==> src/rtl/order_display_sequencer_if.sv <==
// Button/switch inputs and display-side outputs of the order display sequencer.
// The master modport drives buttons and switches; the slave modport is the sequencer.
interface order_display_sequencer_if #(
    parameter int unsigned FIFO_DEPTH = 8
);
    localparam int unsigned CountW = $clog2(FIFO_DEPTH) + 1;

    logic              btnU;
    logic              btnD;
    logic              btnL;
    logic              btnR;
    logic              sw15;
    logic              sw16;
    logic [2:0]        msg_sel;
    logic              msg_restart;
    logic              showing;
    logic [CountW-1:0] queue_count;
    logic              queue_full;
    logic              overflow;

    modport master (
        output btnU, btnD, btnL, btnR, sw15, sw16,
        input  msg_sel, msg_restart, showing, queue_count, queue_full, overflow
    );

    modport slave (
        input  btnU, btnD, btnL, btnR, sw15, sw16,
        output msg_sel, msg_restart, showing, queue_count, queue_full, overflow
    );
endinterface

==> src/rtl/order_display_sequencer.sv <==
// Debounces four menu buttons, queues accepted orders in a FIFO and plays them back
// one at a time on the scrolling sign via msg_sel / msg_restart.
module order_display_sequencer #(
    parameter int unsigned DEBOUNCE_CYCLES = 1_000_000,
    parameter int unsigned DWELL_CYCLES    = 300_000_000,
    parameter int unsigned FIFO_DEPTH      = 8
) (
    input logic                      clk,
    input logic                      rst,
    order_display_sequencer_if.slave bus_io
);
    localparam int unsigned PtrW   = $clog2(FIFO_DEPTH);
    localparam int unsigned CountW = PtrW + 1;
    localparam int unsigned DbW    = (DEBOUNCE_CYCLES > 1) ? $clog2(DEBOUNCE_CYCLES) : 1;
    localparam int unsigned DwellW = (DWELL_CYCLES > 1) ? $clog2(DWELL_CYCLES) : 1;
    localparam logic [DbW-1:0]    DbLast    = DbW'(DEBOUNCE_CYCLES - 1);
    localparam logic [DwellW-1:0] DwellLast = DwellW'(DWELL_CYCLES - 1);
    localparam logic [CountW-1:0] CountFull = CountW'(FIFO_DEPTH);

    typedef enum logic [1:0] {StIdle, StLoad, StShow} state_e;

    logic [3:0]        btn_raw, sync1_q, sync2_q, deb_q, deb_d, rise;
    logic [DbW-1:0]    db_cnt_q [4];
    logic [DbW-1:0]    db_cnt_d [4];
    logic [2:0]        press_code;
    logic              accept, push, pop;

    state_e            state_q, state_d;
    logic [DwellW-1:0] dwell_q, dwell_d;
    logic [2:0]        msg_sel_q, msg_sel_d;
    logic              restart_q, restart_d;
    logic              ovf_q, ovf_d;
    logic [PtrW-1:0]   rd_ptr_q, rd_ptr_d, wr_ptr_q, wr_ptr_d;
    logic [CountW-1:0] count_q, count_d;
    logic [2:0]        mem_q [FIFO_DEPTH];

    assign btn_raw = {bus_io.btnR, bus_io.btnL, bus_io.btnD, bus_io.btnU};

    // Counter runs only while the synced level differs from the debounced one, so any
    // bounce back to the old level restarts it.
    always_comb begin
        deb_d = deb_q;
        rise  = '0;
        for (int i = 0; i < 4; i++) begin
            db_cnt_d[i] = '0;
            if (sync2_q[i] != deb_q[i]) begin
                if (db_cnt_q[i] == DbLast) begin
                    deb_d[i] = sync2_q[i];
                    rise[i]  = sync2_q[i];
                end else begin
                    db_cnt_d[i] = db_cnt_q[i] + 1'b1;
                end
            end
        end
    end

    always_comb begin
        press_code = 3'd0;
        if (rise[0]) begin
            press_code = 3'd1;
        end else if (rise[1]) begin
            press_code = 3'd2;
        end else if (rise[2]) begin
            press_code = 3'd3;
        end else if (rise[3]) begin
            press_code = 3'd4;
        end
    end

    assign accept = bus_io.sw15 & bus_io.sw16 & (press_code != 3'd0);

    always_comb begin
        state_d   = state_q;
        dwell_d   = dwell_q;
        msg_sel_d = msg_sel_q;
        restart_d = 1'b0;
        ovf_d     = ovf_q;
        rd_ptr_d  = rd_ptr_q;
        wr_ptr_d  = wr_ptr_q;
        count_d   = count_q;
        push      = 1'b0;
        pop       = 1'b0;
        if (!bus_io.sw15) begin
            // Closing flushes everything and overrides any push or pop this cycle.
            state_d   = StIdle;
            dwell_d   = '0;
            msg_sel_d = 3'd0;
            restart_d = (msg_sel_q != 3'd0);
            rd_ptr_d  = '0;
            wr_ptr_d  = '0;
            count_d   = '0;
        end else begin
            case (state_q)
                StIdle: begin
                    if (count_q != '0) state_d = StLoad;
                end
                StLoad: begin
                    pop       = 1'b1;
                    state_d   = StShow;
                    msg_sel_d = mem_q[rd_ptr_q];
                    restart_d = 1'b1;
                    dwell_d   = '0;
                end
                StShow: begin
                    if (dwell_q == DwellLast) begin
                        dwell_d = '0;
                        if (count_q != '0) begin
                            state_d = StLoad;
                        end else begin
                            state_d   = StIdle;
                            msg_sel_d = 3'd0;
                            restart_d = 1'b1;
                        end
                    end else begin
                        dwell_d = dwell_q + 1'b1;
                    end
                end
                default: state_d = StIdle;
            endcase
            if (accept) begin
                if (count_q == CountFull && !pop) begin
                    ovf_d = 1'b1;
                end else begin
                    push = 1'b1;
                end
            end
            if (pop) rd_ptr_d = rd_ptr_q + 1'b1;
            if (push) wr_ptr_d = wr_ptr_q + 1'b1;
            case ({push, pop})
                2'b10:   count_d = count_q + 1'b1;
                2'b01:   count_d = count_q - 1'b1;
                default: count_d = count_q;
            endcase
        end
        if (!bus_io.sw16) ovf_d = 1'b0;
    end

    always_ff @(posedge clk) begin
        if (rst) begin
            sync1_q   <= '0;
            sync2_q   <= '0;
            deb_q     <= '0;
            db_cnt_q  <= '{default: '0};
            state_q   <= StIdle;
            dwell_q   <= '0;
            msg_sel_q <= 3'd0;
            restart_q <= 1'b0;
            ovf_q     <= 1'b0;
            rd_ptr_q  <= '0;
            wr_ptr_q  <= '0;
            count_q   <= '0;
        end else begin
            sync1_q   <= btn_raw;
            sync2_q   <= sync1_q;
            deb_q     <= deb_d;
            db_cnt_q  <= db_cnt_d;
            state_q   <= state_d;
            dwell_q   <= dwell_d;
            msg_sel_q <= msg_sel_d;
            restart_q <= restart_d;
            ovf_q     <= ovf_d;
            rd_ptr_q  <= rd_ptr_d;
            wr_ptr_q  <= wr_ptr_d;
            count_q   <= count_d;
        end
    end

    // Storage needs no reset; entries are only read after being written.
    always_ff @(posedge clk) begin
        if (!rst && push) mem_q[wr_ptr_q] <= press_code;
    end

    assign bus_io.msg_sel     = msg_sel_q;
    assign bus_io.msg_restart = restart_q;
    assign bus_io.showing     = (state_q == StShow);
    assign bus_io.queue_count = count_q;
    assign bus_io.queue_full  = (count_q == CountFull);
    assign bus_io.overflow    = ovf_q;
endmodule
==> src/flat_wrapper.sv <==
// flat-port wrapper written by rule: the top's interface ports become plain ports
module order_display_sequencer_flat 
#(
    parameter int unsigned DEBOUNCE_CYCLES = 1_000_000,
    parameter int unsigned DWELL_CYCLES    = 300_000_000,
    parameter int unsigned FIFO_DEPTH      = 8
)
  (clk, rst, bus_io_btnU, bus_io_btnD, bus_io_btnL, bus_io_btnR, bus_io_sw15, bus_io_sw16, bus_io_msg_sel, bus_io_msg_restart, bus_io_showing, bus_io_queue_count, bus_io_queue_full, bus_io_overflow);
  order_display_sequencer_if #(.FIFO_DEPTH(FIFO_DEPTH)) bus_io_i ();
  input logic clk;
  input logic rst;
  input wire logic [$bits(bus_io_i.btnU)-1:0] bus_io_btnU;
  input wire logic [$bits(bus_io_i.btnD)-1:0] bus_io_btnD;
  input wire logic [$bits(bus_io_i.btnL)-1:0] bus_io_btnL;
  input wire logic [$bits(bus_io_i.btnR)-1:0] bus_io_btnR;
  input wire logic [$bits(bus_io_i.sw15)-1:0] bus_io_sw15;
  input wire logic [$bits(bus_io_i.sw16)-1:0] bus_io_sw16;
  output wire logic [$bits(bus_io_i.msg_sel)-1:0] bus_io_msg_sel;
  output wire logic [$bits(bus_io_i.msg_restart)-1:0] bus_io_msg_restart;
  output wire logic [$bits(bus_io_i.showing)-1:0] bus_io_showing;
  output wire logic [$bits(bus_io_i.queue_count)-1:0] bus_io_queue_count;
  output wire logic [$bits(bus_io_i.queue_full)-1:0] bus_io_queue_full;
  output wire logic [$bits(bus_io_i.overflow)-1:0] bus_io_overflow;
  assign bus_io_i.btnU = bus_io_btnU;
  assign bus_io_i.btnD = bus_io_btnD;
  assign bus_io_i.btnL = bus_io_btnL;
  assign bus_io_i.btnR = bus_io_btnR;
  assign bus_io_i.sw15 = bus_io_sw15;
  assign bus_io_i.sw16 = bus_io_sw16;
  assign bus_io_msg_sel = bus_io_i.msg_sel;
  assign bus_io_msg_restart = bus_io_i.msg_restart;
  assign bus_io_showing = bus_io_i.showing;
  assign bus_io_queue_count = bus_io_i.queue_count;
  assign bus_io_queue_full = bus_io_i.queue_full;
  assign bus_io_overflow = bus_io_i.overflow;
  order_display_sequencer #(.DEBOUNCE_CYCLES(DEBOUNCE_CYCLES), .DWELL_CYCLES(DWELL_CYCLES), .FIFO_DEPTH(FIFO_DEPTH)) u_core (.clk(clk), .rst(rst), .bus_io(bus_io_i));
endmodule
==> config.mk <==
export PLATFORM = sky130hd
export DESIGN_NAME = order_display_sequencer_flat
export DESIGN_NICKNAME = d
export VERILOG_FILES = /design/src/rtl/order_display_sequencer_if.sv /design/src/rtl/order_display_sequencer.sv /design/src/flat_wrapper.sv
export SDC_FILE = /design/constraint.sdc
export NUM_CORES = 1
export LEC_CHECK = 0
export ABC_CLOCK_PERIOD_IN_PS = 3200
export BUFFER_PORTS_ARGS = -buffer_cell sky130_fd_sc_hd__buf_4
export CORE_ASPECT_RATIO = 0.8
export CORE_MARGIN = 2
export CORE_UTILIZATION = 30
export CTS_BUF_LIST = sky130_fd_sc_hd__clkbuf_4
export CTS_CLUSTER_DIAMETER = 40
export DETAILED_ROUTE_END_ITERATION = 10
export REMOVE_ABC_BUFFERS = 1
export SYNTH_ARGS = -nofsm -noshare
export SYNTH_HDL_FRONTEND = slang
export SYNTH_SLANG_ARGS = --single-unit
==> constraint.sdc <==
create_clock -name clk -period 3.2 [get_ports clk]
set_clock_uncertainty 0.05 [all_clocks]
set_input_delay 0.48 -clock clk [delete_from_list [all_inputs] [get_ports clk]]
set_output_delay 0.48 -clock clk [all_outputs]
set_load 0.05 [all_outputs]
==> impl_results.md <==
- Total Wirelength: 13,400 µm
- Cells after DPL: 1,079
- DRT iter0 DRCs: 347
- Reg2Reg Launch Point: u_core.db_cnt_q[41]
- Largest area contributor in the netlist: dfxtp_1
- RSZ-0062 raised after global routing: false
- Fin. max-slew vios: 0
- TritonCTS buffer count: 17
- Power consumption: around 3.3 mW
- ANT nets after route: 0
- Yosys warns: 0
- Type of origin of the critical path: register
- Status: finished, final reports clean
- CP bufs+invs: 1
- Crit Path Class: register to register
- Crit path DAT: 3.33 ns
- Synth cell count leaders: dfxtp_1, nor2_1, xor2_1
- Dpl ws: between 0.1 and 0.15 ns
- Clk sink count: 165
- Max-cap violation count: 0
- Endpoints failing setup: 0
- CP Data Required Time: 3.61 ns
- CP cell instances: ha_2, nand3_1, nor4_4, a32oi_2, a31o_1, nand2_1, inv_1, ha_1, a21o_1, a21oi_1, nor3_1, mux2i_1, mux2i_1
- Htree depth: 4
- Final-stage net count: 809
- Ports: 19
- Final Hold Fails: 0
- R2R Setup Slk: 0.28 ns
- Worst Setup Slack, final: approximately 0.28 ns
- TNS Setup: 0 ns
- Port Buffers: 18
- Fin area: ~8100 µm²
- Skew-Pair Late Insertion Delay: 0.53 ns
- Row count: 50
- Max-slew headroom: 43.9%
- Fill count: around 2,400
- PwrDens: a little over 400 nW/µm²
- Worst Reg-to-Reg Cells: 13
- Final period utilization: between 90% and 100%
- Total leakage power: 2.73 nW
- Synth top area share: 39.0%
- Clk buf depth: 2
- Peak supply drop: 0.000172 V
- Fraction of registers with async set/reset: 0%
- Syn avg cell area: 9.52 µm²
- Initial Util: 30.8%
- Die footprint: 25,400 µm²
- CTS root buf: clkbuf_4
- CP dominant cell by count: mux2i_1
- Top cells by area, synth: dfxtp_1, edfxtp_1, xor2_1
- GPL Wtd Cong: 0.755
- Hold Crit Class: input pin to register
- Worst-margin pin slew: a little over 0.8 ns
- Reg2reg end: u_core.bus_io.queue_count[3]
- Die H: between 100 and 150 µm
- Share of cells above drive strength 1: under 10%
- CP top delay family: compound AO/OA/AOI/OAI gates
- First-pass GRT wire length: 23,200 µm
- Routed WL per cell: 12.0 µm
- Synth unique cells: 51
- Via Count: roughly 5,100
- FMAX: 342 MHz
- Synthesized flop and latch total: 165
- Placed Instance Area: 7750 µm²
- Prevailing post-synth register cell: dfxtp_1
- Remaining DRCs: 0
- Width of the die: 178 µm
- Core area: 23,500 µm²
- Total GRT Usage: 11.3%
- Worst hold path endpoint: u_core.sync1_q[0]
- Congestion Overflow GR: 0
- Finished Layout Cells: 1,112
- Layout area overhead: 11.5%
- Layout Utilization: 34.3%
- Seq/Total Area, Yosys: 49.0%
- Slowest stage cell on the critical path: dfxtp_1
- Min-delay src: bus_io_btnU
- Vias per cell: 4.59
- Initial antenna violation count: 1
- Setup crit end kind: register
- Post-synthesis instance area: 7230 µm²
- Post-Syn Instances: 760
- Vias in the first global route: approximately 4,800
- Hold WS: 0.0982 ns
- DP Wirelength: ~9400 µm
- Post-synth EDFFs: 24
- DRT Pass-1 Iters: 4
- Max incr delay on CP: 0.39 ns
- Crit-path max FO: 4
- Hold Path Stages: 2
- Clock slew at reported path FFs: roughly 0.13 ns
- Largest net degree at the start of global routing: 27
- Crit path time final: between 2 and 3 ns
- CTS tree: yes
[layer usage]
metal / global-route usage (%) / up-vias / share of wire, %
met4: 3.93 / 0 / 1.2
met2: 15.8 / 73 / 40
met5: 0 / - / 0
li1: - / 2674 / -
met3: 2.98 / 13 / 3.8
met1: 16.7 / 2345 / 55
[how the worst max path moves through the flow]
stage / start / to / slack (ns) / cells past startpoint
after floorplan: u_core.bus_io.queue_count[3] / u_core.mem_q[2][0] / -0.62 / 4
after global placement: u_core.db_cnt_q[40] / u_core.bus_io.queue_count[3] / 0.20 / 13
after detailed placement: u_core.db_cnt_q[40] / u_core.bus_io.queue_count[3] / 0.10 / 13
after CTS: u_core.db_cnt_q[40] / u_core.bus_io.queue_count[3] / 0.06 / 13
after global routing: u_core.db_cnt_q[20] / u_core.bus_io.queue_count[3] / 0.01 / 13
final: u_core.db_cnt_q[41] / u_core.bus_io.queue_count[3] / 0.28 / 13
[cell families after synthesis]
logic type                 share of synthesized area [%]
DFF                                                 49.0
adders and majority gates                           2.53
xor gates and xnor gates                            12.0
and+or+nand+nor                                     26.4
muxes                                               3.98
buffers and inverters                               2.18
AOI/OAI and AO/OA                                   3.96
[layout by cell type (no fill, tap or decap), drive strengths merged, types with 10 or more instances in the layout]
cell type  synthesis  final
and3              19     19
nor3              10     10
o21ai             10     10
nand3             49     49
ha                13     13
xnor2             36     36
nor4              14     14
nand2             47     47
edfxtp            24     24
clkbuf            18     21
nor2b             15     15
mux2i             13     13
xor2              63     63
nor2             142    142
nand4             18     18
dfxtp            141    141
buf                3     29
inv               19     21
a21oi             18     18
or3               12     12
and4              12     12
[timing repair]
item                       4_1_cts  5_1_grt
hold buffers                     0        0
setup endpoints to repair        0        7
gates resized for setup          0        7
buffers inserted                 0        1
[flip-flops by register name, indices dropped and copies added, names as in the netlist, named ones only]
register,cells
u_core.mem_q,24
u_core.sync2_q,4
u_core.bus_io.msg_sel,3
u_core.rd_ptr_q,3
u_core.db_cnt_q,80
u_core.bus_io.queue_count,4
u_core.deb_q,4
u_core.sync1_q,4
u_core.bus_io.overflow,1
u_core.bus_io.msg_restart,1
u_core.wr_ptr_q,3
u_core.dwell_q,29
u_core.state_q,2
[report_power, final]
group	internal, mW	switching [mW]
sequential	2.10	0.00474
combinational	0.0154	0.0319
clock	0.491	0.699
total	2.61	0.736
[worst reg2reg max path: stages (launching register included)]
cell     delay [ns]
dfxtp_1        0.39
ha_2           0.23
nand3_1        0.16
nor4_4         0.35
a32oi_2        0.20
a31o_1         0.26
nand2_1        0.10
inv_1          0.07
ha_1           0.27
a21o_1         0.18
a21oi_1        0.17
nor3_1         0.06
mux2i_1        0.18
mux2i_1        0.19
[cell type report]
cell class	instances	area (µm²)	area share, %
multi-input combinational	555	3570	44.3
sequential	165	3540	43.9
tap	312	390	4.84
timing repair buffer	29	218	2.70
clock buffer	21	158	1.95
clock inverter	10	110	1.37
inverter	19	71.3	0.884
antenna	1	2.50	0.0310
Note: power is estimated with default switching activity, not from simulation.
